==> config.mk <==
export PLATFORM = sky130hd
export DESIGN_NAME = mvm_frame_tx
export DESIGN_NICKNAME = d
export VERILOG_FILES = /design/src/rtl/mvm_frame_tx.sv
export SDC_FILE = /design/constraint.sdc
export NUM_CORES = 1
export LEC_CHECK = 0
export ABC_CLOCK_PERIOD_IN_PS = 2750
export BUFFER_PORTS_ARGS = -buffer_cell sky130_fd_sc_hd__clkbuf_2
export CELL_PAD_IN_SITES_DETAIL_PLACEMENT = 0
export CELL_PAD_IN_SITES_GLOBAL_PLACEMENT = 2
export CORE_AREA = 4 4 167 128
export DETAILED_ROUTE_END_ITERATION = 8
export DIE_AREA = 0 0 171 132
export MAX_ROUTING_LAYER = met4
export PLACE_DENSITY_LB_ADDON = 0.12
export SETUP_SLACK_MARGIN = 0.02
export SYNTH_ARGS = -nofsm -noshare
export SYNTH_HDL_FRONTEND = slang
export SYNTH_SLANG_ARGS = --single-unit
==> constraint.sdc <==
create_clock -name clk -period 2.75 [get_ports clk]
set_clock_uncertainty 0.2 [all_clocks]
set_input_delay 0.55 -clock clk [delete_from_list [all_inputs] [get_ports clk]]
set_output_delay 0.55 -clock clk [all_outputs]
set_load 0.02 [all_outputs]
==> src/rtl/mvm_frame_tx.sv <==
// Transmit frame source for mvm3: buffers host words, streams only whole frames.
// Optional MVM_TX_THROTTLE_EN inserts LFSR-driven gaps before m_valid rises.
module mvm_frame_tx #(
  parameter  int SIZE   = 3,
  parameter  int WIDTH  = 8,
  parameter  int FRAMES = 2,
  localparam int TOTAL  = SIZE*SIZE+SIZE,
  localparam int DEPTH  = FRAMES*TOTAL,
  localparam int LW     = $clog2(DEPTH+1)
) (
  input  logic             clk,
  input  logic             reset,
  input  logic             wr_valid,
  output logic             wr_ready,
  input  logic [WIDTH-1:0] wr_data,
  output logic             m_valid,
  input  logic             m_ready,
  output logic [WIDTH-1:0] m_data,
  output logic             frame_done,
  output logic [LW-1:0]    level
);

  localparam int PW = $clog2(DEPTH);
  localparam int IW = $clog2(TOTAL);
  localparam int CW = $clog2(FRAMES+1);

  typedef enum logic [0:0] {IDLE = 1'b0, SEND = 1'b1} state_t;

  state_t           state_q, state_d;
  logic [WIDTH-1:0] mem_q [DEPTH];
  logic [PW-1:0]    wr_ptr_q, wr_ptr_d, rd_ptr_q, rd_ptr_d;
  logic [IW-1:0]    wr_idx_q, wr_idx_d, rd_idx_q, rd_idx_d;
  logic [LW-1:0]    level_q, level_d;
  logic [CW-1:0]    committed_q, committed_d;
  logic             frame_done_q, frame_done_d;
  logic             wr_fire_s, rd_fire_s, commit_s, finish_s, send_ok_s;

`ifdef MVM_TX_THROTTLE_EN
  logic [15:0] lfsr_q, lfsr_d;
  logic        held_q, held_d;

  // Once raised, m_valid is held regardless of the LFSR until the handshake.
  always_comb begin
    send_ok_s = held_q || lfsr_q[0];
    lfsr_d    = {lfsr_q[14:0], lfsr_q[15] ^ lfsr_q[13] ^ lfsr_q[12] ^ lfsr_q[10]};
    held_d    = m_valid && !m_ready;
  end

  always_ff @(posedge clk) begin
    if (!reset) begin
      lfsr_q <= 16'hACE1;
      held_q <= 1'b0;
    end else begin
      lfsr_q <= lfsr_d;
      held_q <= held_d;
    end
  end
`else
  assign send_ok_s = 1'b1;
`endif

  always_comb begin
    wr_ready   = (level_q < LW'(DEPTH));
    wr_fire_s  = wr_valid && wr_ready;
    m_valid    = (state_q == SEND) && send_ok_s;
    m_data     = m_valid ? mem_q[rd_ptr_q] : {WIDTH{1'b0}};
    rd_fire_s  = m_valid && m_ready;
    commit_s   = wr_fire_s && (wr_idx_q == IW'(TOTAL-1));
    finish_s   = rd_fire_s && (rd_idx_q == IW'(TOTAL-1));
    frame_done = frame_done_q;
    level      = level_q;
  end

  always_comb begin
    wr_ptr_d     = wr_ptr_q;
    rd_ptr_d     = rd_ptr_q;
    wr_idx_d     = wr_idx_q;
    rd_idx_d     = rd_idx_q;
    level_d      = level_q;
    committed_d  = committed_q;
    state_d      = state_q;
    frame_done_d = finish_s;

    if (wr_fire_s) begin
      wr_ptr_d = (wr_ptr_q == PW'(DEPTH-1)) ? {PW{1'b0}} : wr_ptr_q + PW'(1);
      wr_idx_d = (wr_idx_q == IW'(TOTAL-1)) ? {IW{1'b0}} : wr_idx_q + IW'(1);
    end else begin
      wr_ptr_d = wr_ptr_q;
    end
    if (rd_fire_s) begin
      rd_ptr_d = (rd_ptr_q == PW'(DEPTH-1)) ? {PW{1'b0}} : rd_ptr_q + PW'(1);
      rd_idx_d = (rd_idx_q == IW'(TOTAL-1)) ? {IW{1'b0}} : rd_idx_q + IW'(1);
    end else begin
      rd_ptr_d = rd_ptr_q;
    end

    case ({wr_fire_s, rd_fire_s})
      2'b10:   level_d = level_q + LW'(1);
      2'b01:   level_d = level_q - LW'(1);
      default: level_d = level_q;
    endcase

    case ({commit_s, finish_s})
      2'b10:   committed_d = committed_q + CW'(1);
      2'b01:   committed_d = committed_q - CW'(1);
      default: committed_d = committed_q;
    endcase

    // Back-to-back frames: stay in SEND when another frame remains committed.
    case (state_q)
      IDLE: state_d = (committed_q != {CW{1'b0}}) ? SEND : IDLE;
      SEND: begin
        if (finish_s) begin
          state_d = (committed_d != {CW{1'b0}}) ? SEND : IDLE;
        end else begin
          state_d = SEND;
        end
      end
      default: state_d = IDLE;
    endcase
  end

  always_ff @(posedge clk) begin
    if (wr_fire_s) begin
      mem_q[wr_ptr_q] <= wr_data;
    end
  end

  always_ff @(posedge clk) begin
    if (!reset) begin
      state_q      <= IDLE;
      wr_ptr_q     <= {PW{1'b0}};
      rd_ptr_q     <= {PW{1'b0}};
      wr_idx_q     <= {IW{1'b0}};
      rd_idx_q     <= {IW{1'b0}};
      level_q      <= {LW{1'b0}};
      committed_q  <= {CW{1'b0}};
      frame_done_q <= 1'b0;
    end else begin
      state_q      <= state_d;
      wr_ptr_q     <= wr_ptr_d;
      rd_ptr_q     <= rd_ptr_d;
      wr_idx_q     <= wr_idx_d;
      rd_idx_q     <= rd_idx_d;
      level_q      <= level_d;
      committed_q  <= committed_d;
      frame_done_q <= frame_done_d;
    end
  end

endmodule

# == Yosys cells after proc, flatten, opt, wreduce, memory -nomap -nowiden ==
# Memories as Yosys holds them, arrays and structs flattened. A register that Yosys moved wholly into a read port is not among the register bits.
# Cells that the tools add are included.
# classes
n_addsub,8
magnitude_cmp,1
n_eq_ne,8
n_mux,15
n_bitwise,1
reduce_logical,7
# ops
operator,n
$mux W5,4
$add A5 B1 Y5 const B,3
$eq A5 B5 Y1 const B,2
$pmux W5 S2,1
$add A4 B1 Y4 const B,2
$eq A4 B4 Y1 const B,2
$mux W4,2
$mux W8,1
$reduce_bool A2 Y1,3
$lt A5 B5 Y1 const B,1
$mux W1,5
$sub A5 B1 Y5 const B,1
$eq A2 B1 Y1 const B,2
$eq A2 B2 Y1 const B,2
$logic_and A1 B1 Y1,4
$pmux W2 S2,1
$add A2 B1 Y2 const B,1
$pmux W1 S2,1
$sub A2 B1 Y2 const B,1
$not A1 Y1,1
# totals
regBits,27
mem_bits_rw,192
inputBits,12
word_cells,49
mem_count,1
# memory_table
name,depth,width,read_ports,rd_clocked_by_memory_dff,wr,line_no,source
mem_q,24,8,1,1,1,30,logic [WIDTH-1:0] mem_q [DEPTH];

# == Longest topological paths before layout ==
# Gate-level depths: netlist of the first run.
# logic_depth
word_depth,9
ltp_mapped,9
depth_no_buf,9

# == Worst setup path before layout of the first run ==
# No wires, ideal clock.
# synth_path
path_type,input-to-reg
start,in wr_valid
end,reg level_q[4] (netlist: level[4])
setup_time_ns,0.072
arrival_time_ns,2.311
required_time_ns,2.478
setup_slack_ns,0.167
stages,8
n_path_buf,0
path_cell_list,a21boi_1 > inv_1 > ha_1 > fa_1 > a21o_1 > a21oi_1 > mux2i_1 > mux2i_1
# synth_between
elab_chain_cells,3
# synth_lines
element,line_no,source
from (decl),13,"input logic wr_valid,"
$logic_and A1 B1 Y1 *,64,wr_fire_s = wr_valid && wr_ready;
$eq A2 B1 Y1 / $eq A2 B2 Y1 (equally long branches),97,"case ({wr_fire_s, rd_fire_s})"
$pmux W5 S2 / $reduce_bool A2 Y1 (equally long branches),n/a,
to (signal assigned),136,level_q <= {LW{1'b0}};
to (signal assigned),145,level_q <= level_d;
to (decl),33,"logic [LW-1:0] level_q, level_d;"
# Mark *: on every way between the ends. The rest lies on a longest branch, timed or not.
# A chain may end at the register's enable or synchronous reset.

==> results.txt, run 1 <==
H-Tree Depth: 1
Remaining DRCs: 0
Number of global-route vias before repair: 4980
Fmax: 339 MHz
Largest stage delay, worst path: 0.48 ns
Hold Violations, Final: 0
Placed cells: 857
First-pass iteration count of the detailed router: 5
Register area: 6420 um2
Synth Flop Type: edfxtp_1
Area contributors post-synth: edfxtp_1, dfxtp_1, mux4_2, mux2i_1, nand2_1
Port buffer count: 27
Mux contribution to synthesized area: 0.127
Row count: 45
WP data required: 2.00 ns
Clk Tree Root Cell: clkbuf_16
Distinct cells, synth: 42
First-pass GRT wire length: 30200 um
Tot GR Track Use: 0.182
Clk buf depth: 3
Remaining global-route overflow: 0
Synthesized cell area: 8960 um2
Synth Area in Compound Gates: 0.0444
Starting Density: 0.450
Vias: 4892
Routability cong.: 0.803
Synth top area share: 0.643
IO Count: 28
Fill cells: 1655
Die ar.: 22600 um2
Post-synth EDFFs: 192
XOR/XNOR Fraction of Synth Area: 0.0127
Worst slew margin: 0.591
ANT cells: 0
CP endpoint kind: primary output
P per Cell Area: 630 nW/um2
NumNets Final: 654
Slowest CP cell: mux4_2
DP HPWL: 13200 um
Failing checks: setup timing
Pre-CTS WS: 0.0831 ns
RSZ-0062 raised after global routing: yes
Area Growth Syn to Fin: 18.6%
Overall routed net length: 19600 um
CTS tree: built
#FFs+latches synth: 224
Core Util, Final: 0.534
Total negative slack: -1.30 ns
Antenna Nets Post-Route: 0
Simple-gate share of the synthesized area: 0.0663
Cts hold-fix bufs: 0
Yosys warning count: 0
Num CTS Buffers: 22
WHS: 0.297 ns
Iteration-0 DRC Markers: 392
Most common cell on crit path: buf_4
Hold Crit Class: flip-flop to flip-flop
Fin crit share: 1.07
Clock latency on the worst-skew pair: 0.49 ns
Total nets after synthesis: 570
Fin cells: 903
Main combinational cell family by area after synthesis: multiplexers
Adder-Cell Fraction of Synth Area: 0.0190
Vert. Die Dim: 132 um
Avg Inst Size Synth: 16.4 um2
Worst slew pin tran: 0.613 ns
# Max-Cap Violations: 0
CP startpoint kind: flip-flop
Area leader, netlist: edfxtp_1
Crit path max fanout: 7
Initial antenna violation count: 0
Worst-path clk slew: 0.06 ns
Fin worst setup slack: -0.202 ns
Outcome: complete, but fails checks
Asr flop ratio synth: 0
Critical path class: flip-flop to primary output
Post-synthesis sequential area ratio: 0.715
Clock Sink Count: 224
Critical path, cell by cell: buf_4, buf_8, mux4_2, or2_0, nand3_1, o211ai_1, buf_4
WP data arrival: 2.20 ns
Period minus WS final: 2.95 ns
DR WL/cell: 21.8 um
Largest net degree at the start of global routing: 28
Final setup fails: 8
Core ar.: 19900 um2
Via density: 5.42
VDD IR-drop max: 388 uV
Slew Limit Fails: 0
Post-synthesis cell count: 545
Area occupied by multi-input gates: 2520 um2
Die Span X: 171 um
Layout cell share with drive strength beyond 1: 0.257
Pleak: 0.00354 uW
## logic make-up (layout without fill, tap and decap cells)
kind of cell,count (synthesis),after routing
AOI/OAI and AO/OA,56,56
muxes,82,82
xor gates and xnor gates,13,13
DFF,224,224
buffers and inverters,32,132
and+or+nand+nor,125,125
adders and majority gates,13,13
## power by group
group | total (uW) | internal [uW] | switching, uW
logic | 147 | 42.9 | 104
clock network | 2830 | 1620 | 1210
registers | 3720 | 3710 | 14.6
## cells in the mapped netlist (2+ instances only)
cell	number
mux2i_1	55
xor2_1	4
a21o_1	2
nand4_1	9
mux4_2	25
or3_1	8
ha_1	12
buf_4	3
nor2b_1	5
buf_2	9
nor2_1	34
inv_1	8
a221oi_1	8
a22oi_1	7
o211ai_1	6
a21oi_1	4
nand2_1	42
nand3b_1	2
clkbuf_1	7
and2_1	9
nand2b_1	3
buf_1	3
edfxtp_1	192
a21boi_0	11
nand4b_1	2
o21ai_0	11
nand3_1	9
dfxtp_1	32
xnor2_1	9
mux2_2	2
## layout make-up
type | instances | area share
flip-flops and latches | 224 | 0.603
multi-input cells | 289 | 0.237
repair buffers | 83 | 0.0617
clock buffers | 25 | 0.0548
well taps | 258 | 0.0304
clock inverters | 15 | 0.00988
inverters | 9 | 0.00318
## state kept, by name (all words and copies together) (netlist names), named ones only
register	flops
m_valid	1
level	5
rd_idx_q	4
mem_q	192
wr_idx_q	4
rd_ptr_q	5
wr_ptr_q	5
frame_done	1
committed_q	2
## cell usage in the layout (no fill, tap or decap), types with 6 or more instances in the layout
cell,instances
nor2_1,34
dfxtp_1,29
clkbuf_2,20
ha_1,12
or3_1,8
clkbuf_16,24
buf_4,50
o211ai_1,6
nand3_1,7
nand2_1,40
xnor2_1,9
edfxtp_1,192
a21boi_0,11
and2_1,8
mux2i_1,50
inv_1,8
a221oi_1,6
clkinv_1,6
mux4_2,25
nand4_1,9
## repair_timing
action                                  CTS  global route
gates cloned                              0             1
endpoints found under the setup margin    8             8
endpoints found under the hold margin     0             0
buffers inserted                          1             4
gates resized for setup                  28            28
pin swaps                                 0             3
## path summary, 6_finish.rpt
kind | startpoint | end | slack [ns] | depth (start not counted)
hold / removal | rd_idx_q[2] | rd_idx_q[2] | 0.30 | 2
setup / recovery | flip-flop | m_data[3] | -0.20 | 7
hold reg to reg | rd_idx_q[2] | rd_idx_q[2] | 0.30 | 2
setup reg to reg | m_valid | level[4] | 0.38 | 9
## through the flow
stage / instance area [um2] / power (uW)
after floorplan: 8960 / 3860
after global placement: 9730 / 3940
after detailed placement: 9730 / 3950
after CTS: 10500 / 6790
after global routing: 10600 / 6940
final: 10600 / 6700
## worst max-delay path, delay by kind of cell (launching register included)
family                 cells  cell delay, ns
AOI/OAI and AO/OA          1            0.13
buffers and inverters      3            0.45
DFF                        1            0.38
muxes                      1            0.48
and+or+nand+nor            2            0.28
## per-layer routing
layer	part of all wire	global-route usage	up-vias	wire, um
met5	0	-	-	0
met4	0.014	0.0312	0	279
met3	0.052	0.0261	25	1030
met2	0.45	0.264	119	8830
met1	0.48	0.281	2469	9510
li1	-	-	2279	-
(Power assumes the default switching activity.)
==> run 2: changes to the inputs <==
SKIP_LAST_GASP = 1   (was not set)
==> run 2 against run 1 <==
The run still ends with setup timing left. Cell count shrank 0.55%. Critical endpoint unchanged. Via count grew 0.12%. Critical path depth shrank 1. Total power grew 0.13%. Worst hold slack is essentially flat. Global-route usage is the same.
==> results.txt, run 2 (synthesis results as in run 1) <==
ANT cells: 0
# Max-Cap Violations: 0
CTS tree: built
Starting Density: 0.450
Fin area: 10600 um2
CP endpoint kind: primary output
Max FFs per register: 192
First-pass GRT wire length: 30200 um
Core ar.: 19900 um2
Clk Tree Root Cell: clkbuf_16
Worst-path clk slew: 0.06 ns
WHS: 0.297 ns
Area Growth Syn to Fin: 17.7%
Commonest non-fill, non-tap cells in the layout: edfxtp_1, mux2i_1, buf_4
Vert. Die Dim: 132 um
Remaining DRCs: 0
NumNets Final: 649
WP data required: 2.00 ns
VDD IR-drop max: 388 uV
Routability cong.: 0.803
Number of global-route vias before repair: 4982
Fin crit share: 1.08
H-Tree Depth: 1
Iteration-0 DRC Markers: 395
Post-layout total power: 6710 uW
Placed inst area: 9730 um2
P per Cell Area: 636 nW/um2
Min-Delay Path Depth: 2
Failing checks: setup timing
WP data arrival: 2.22 ns
DR WL/cell: 21.7 um
Hold Violations, Final: 0
CP startpoint kind: flip-flop
Most common cell after layout, fill and taps aside: edfxtp_1
Die Span X: 171 um
Worst slew margin: 0.602
Tot GR Track Use: 0.182
Remaining global-route overflow: 0
Via density: 5.45
Hold Crit Class: flip-flop to flip-flop
Pre-CTS WS: 0.0831 ns
Port buffer count: 27
Vias: 4898
Fmax: 336 MHz
Initial antenna violation count: 0
Num CTS Buffers: 22
Worst slew pin tran: 0.597 ns
Antenna Nets Post-Route: 0
Slew Limit Fails: 0
Clock latency on the worst-skew pair: 0.50 ns
First-pass iteration count of the detailed router: 4
Die ar.: 22600 um2
Placed cells: 857
RSZ-0062 raised after global routing: yes
Largest net degree at the start of global routing: 28
Outcome: complete, but fails checks
Row count: 45
Clk buf depth: 3
Largest Register: mem_q
Fill cells: 1663
Critical path class: flip-flop to primary output
Overall routed net length: 19500 um
Fin worst setup slack: -0.222 ns
IO Count: 28
DP HPWL: 13200 um
Final setup fails: 8
Period minus WS final: 2.97 ns
Fin cells: 898
Pleak: 0.00350 uW
Layout cell share with drive strength beyond 1: 0.245
Reg2Reg Depth: 8
Clock Sink Count: 224
Crit path max fanout: 8
run 2: repair_timing:
item	4_1_cts	5_1_grt
resized for setup	27	17
hold buffers	0	0
endpoints found under the hold margin	0	0
endpoints found under the setup margin	8	8
setup buffers	1	0
pin swaps	0	2
run 2: layer usage:
| metal | vias to the layer above | wire, um | global-route usage |
|---|---|---|---|
| li1 | 2270 | - | - |
| met1 | 2502 | 9580 | 0.281 |
| met2 | 102 | 8720 | 0.264 |
| met3 | 24 | 898 | 0.0261 |
| met4 | 0 | 279 | 0.0312 |
| met5 | - | 0 | - |
run 2: worst paths after layout:
kind / startpoint / endpoint / slack [ns]
setup / recovery: flip-flop / m_data[3] / -0.22
hold / removal: rd_idx_q[2] / rd_idx_q[2] / 0.30
setup reg to reg: level[3] / level[4] / 0.38
hold reg to reg: rd_idx_q[2] / rd_idx_q[2] / 0.30
run 2: layout make-up:
cell class / count / area, um2 / share of cell area
inverters: 9 / 33.8 / 0.00320
clock inverters: 15 / 105 / 0.00996
clock buffers: 25 / 583 / 0.0552
multi-input cells: 289 / 2500 / 0.237
flip-flops and latches: 224 / 6420 / 0.608
well taps: 258 / 323 / 0.0306
repair buffers: 78 / 591 / 0.0560
run 2: metrics by stage:
stage / TNS [ns] / util
6_report: -1.43 / 0.530
5_1_grt: -2.01 / 0.530
4_1_cts: -1.70 / 0.527
3_5_place_dp: 0 / 0.488
3_3_place_gp: 0 / 0.488
2_1_floorplan: 0 / -
run 2: where the power goes:
group	total [uW]	internal, uW	switching (uW)
Sequential	3720	3710	14.6
Clock	2840	1620	1220
Combinational	147	42.9	104
Total	6710	5370	1340
run 2: worst max-delay path, stage by stage (launching register included):
cell and delay (ns):
dfxtp_4 0.46, buf_8 0.17, mux4_2 0.48, or2_0 0.21, nand3_1 0.07, o211ai_1 0.12, clkbuf_4 0.21
==> run 3: changes to the inputs <==
CORE_AREA = 3 3 169 130   (was 4 4 167 128)
DIE_AREA = 0 0 172 133   (was 0 0 171 132)
==> run 3 against run 2 <==
The run still ends with setup timing left. Global-route usage increased by 0.36 points. Count of clock-buffer cells in the layout increased by 6. Sequential share of layout area decreased by 1.0 points. Fmax increased by 0.26%. Cell area increased by 1.7%. Largest power group unchanged.
==> results.txt, run 3 (synthesis results as in run 1) <==
Iteration-0 DRC Markers: 415
Area Growth Syn to Fin: 19.7%
Min-Delay Path Depth: 2
DR WL/cell: 22.3 um
Final setup fails: 8
Hold EP: wr_idx_q[1]
Failing checks: setup timing
Most common cell after layout, fill and taps aside: edfxtp_1
Cts hold-fix bufs: 0
P per Cell Area: 655 nW/um2
Via density: 5.46
Fin crit share: 1.08
WP data required: 2.00 ns
NumNets Final: 659
Slew Limit Fails: 0
Clock Sink Count: 224
Fmax: 337 MHz
Pleak: 0.00362 uW
# Max-Cap Violations: 0
Remaining DRCs: 0
Fin area: 10700 um2
Largest Register: mem_q
Overall routed net length: 20200 um
Worst slew pin tran: 0.620 ns
ANT cells: 0
Reg2reg start: m_valid
Reg-to-reg endpoint: level[4]
DP HPWL: 13500 um
VDD IR-drop max: 377 uV
Fill cells: 1641
Clk buf depth: 3
Row count: 45
Crit path max fanout: 14
Num CTS Buffers: 23
Number of global-route vias before repair: 4966
Tot GR Track Use: 0.186
Area occupied by multi-input gates: 2530 um2
Reg2Reg Depth: 9
Antenna Nets Post-Route: 0
Worst slew margin: 0.587
Starting Density: 0.442
RSZ-0062 raised after global routing: yes
CP endpoint kind: primary output
CP startpoint kind: flip-flop
Period minus WS final: 2.96 ns
Clk Tree Root Cell: clkbuf_16
Clock latency on the worst-skew pair: 0.51 ns
CTS tree: built
Initial antenna violation count: 0
First-pass iteration count of the detailed router: 5
Die ar.: 22900 um2
H-Tree Depth: 1
Vert. Die Dim: 133 um
Outcome: complete, but fails checks
HP Start: wr_idx_q[1]
Hold Crit Class: flip-flop to flip-flop
Register-to-Register Setup Slack: 0.26 ns
First-pass GRT wire length: 30700 um
Pre-CTS WS: 0.0153 ns
Hold Violations, Final: 0
Register area: 6420 um2
Worst-path clk slew: 0.06 ns
Remaining global-route overflow: 0
Fin worst setup slack: -0.214 ns
Core Util, Final: 0.529
Vias: 4964
Placed inst area: 9740 um2
Routability cong.: 0.895
WP data arrival: 2.21 ns
Port buffer count: 27
Largest net degree at the start of global routing: 28
Commonest non-fill, non-tap cells in the layout: edfxtp_1, buf_4, mux2i_1
IO Count: 28
Max FFs per register: 192
Core ar.: 20300 um2
Critical path class: flip-flop to primary output
Die Span X: 172 um
Layout cell share with drive strength beyond 1: 0.263
## run 3: changes by cell type in the layout (fill, tap and decap cells not counted), sizes merged
cell / previous run / this run
clkinv: 12 / 6
bufinv: 1 / 4
buf: 55 / 63
clkbuf: 48 / 55
inv: 9 / 10
clkinvlp: 2 / 0
## run 3: per-layer routing
layer  share of wire  GRT usage
met1            0.49      0.283
met2            0.44      0.268
met3           0.048     0.0284
met4           0.020     0.0350
met5               0          -
## run 3: cell type report
type,count,share of cell area
Clock buffer,31,0.0564
Clock inverter,11,0.0147
Inverter,9,0.00315
Multi-Input combinational cell,289,0.236
Sequential cell,224,0.598
Tap cell,258,0.0301
Timing Repair Buffer,87,0.0619
## run 3: worst max-delay path, stage by stage, from the launching register on
cell and delay, ns:
dfxtp_4 0.49, buf_4 0.22, mux4_2 0.31, o21ai_0 0.30, o211ai_1 0.19, buf_4 0.20
## run 3: worst max-delay path by stage
stage               slack (ns)  depth (start not counted)       from         to
floorplan                 0.17                          8   wr_valid   level[4]
global placement          0.03                          4  flip-flop  m_data[7]
detailed placement        0.02                          9   wr_valid   level[4]
CTS                      -0.27                          6  flip-flop  m_data[3]
global route             -0.31                          6  flip-flop  m_data[3]
finish                   -0.21                          5  flip-flop  m_data[3]
## run 3: metrics by stage
step	instances	total power (uW)	hold WS, ns	TNS (ns)
6_report	909	7030	0.302	-1.41
5_1_grt	909	7270	0.328	-2.12
4_1_cts	907	7100	0.298	-1.80
3_5_place_dp	859	3950	0.289	0
3_3_place_gp	859	3940	0.277	0
2_1_floorplan	545	3860	0.260	0
## run 3: where the power goes
group / leakage [uW] / internal [uW] / switching [uW]
clock: 0.000375 / 1920 / 1230
combinational: 0.00126 / 42.9 / 106
sequential: 0.00199 / 3710 / 14.0
## run 3: repair_timing
item,in CTS,in global routing
setup buffers,6,2
gates resized for setup,27,14
cloned,0,0
endpoints found under the setup margin,8,8
pin swaps,4,0
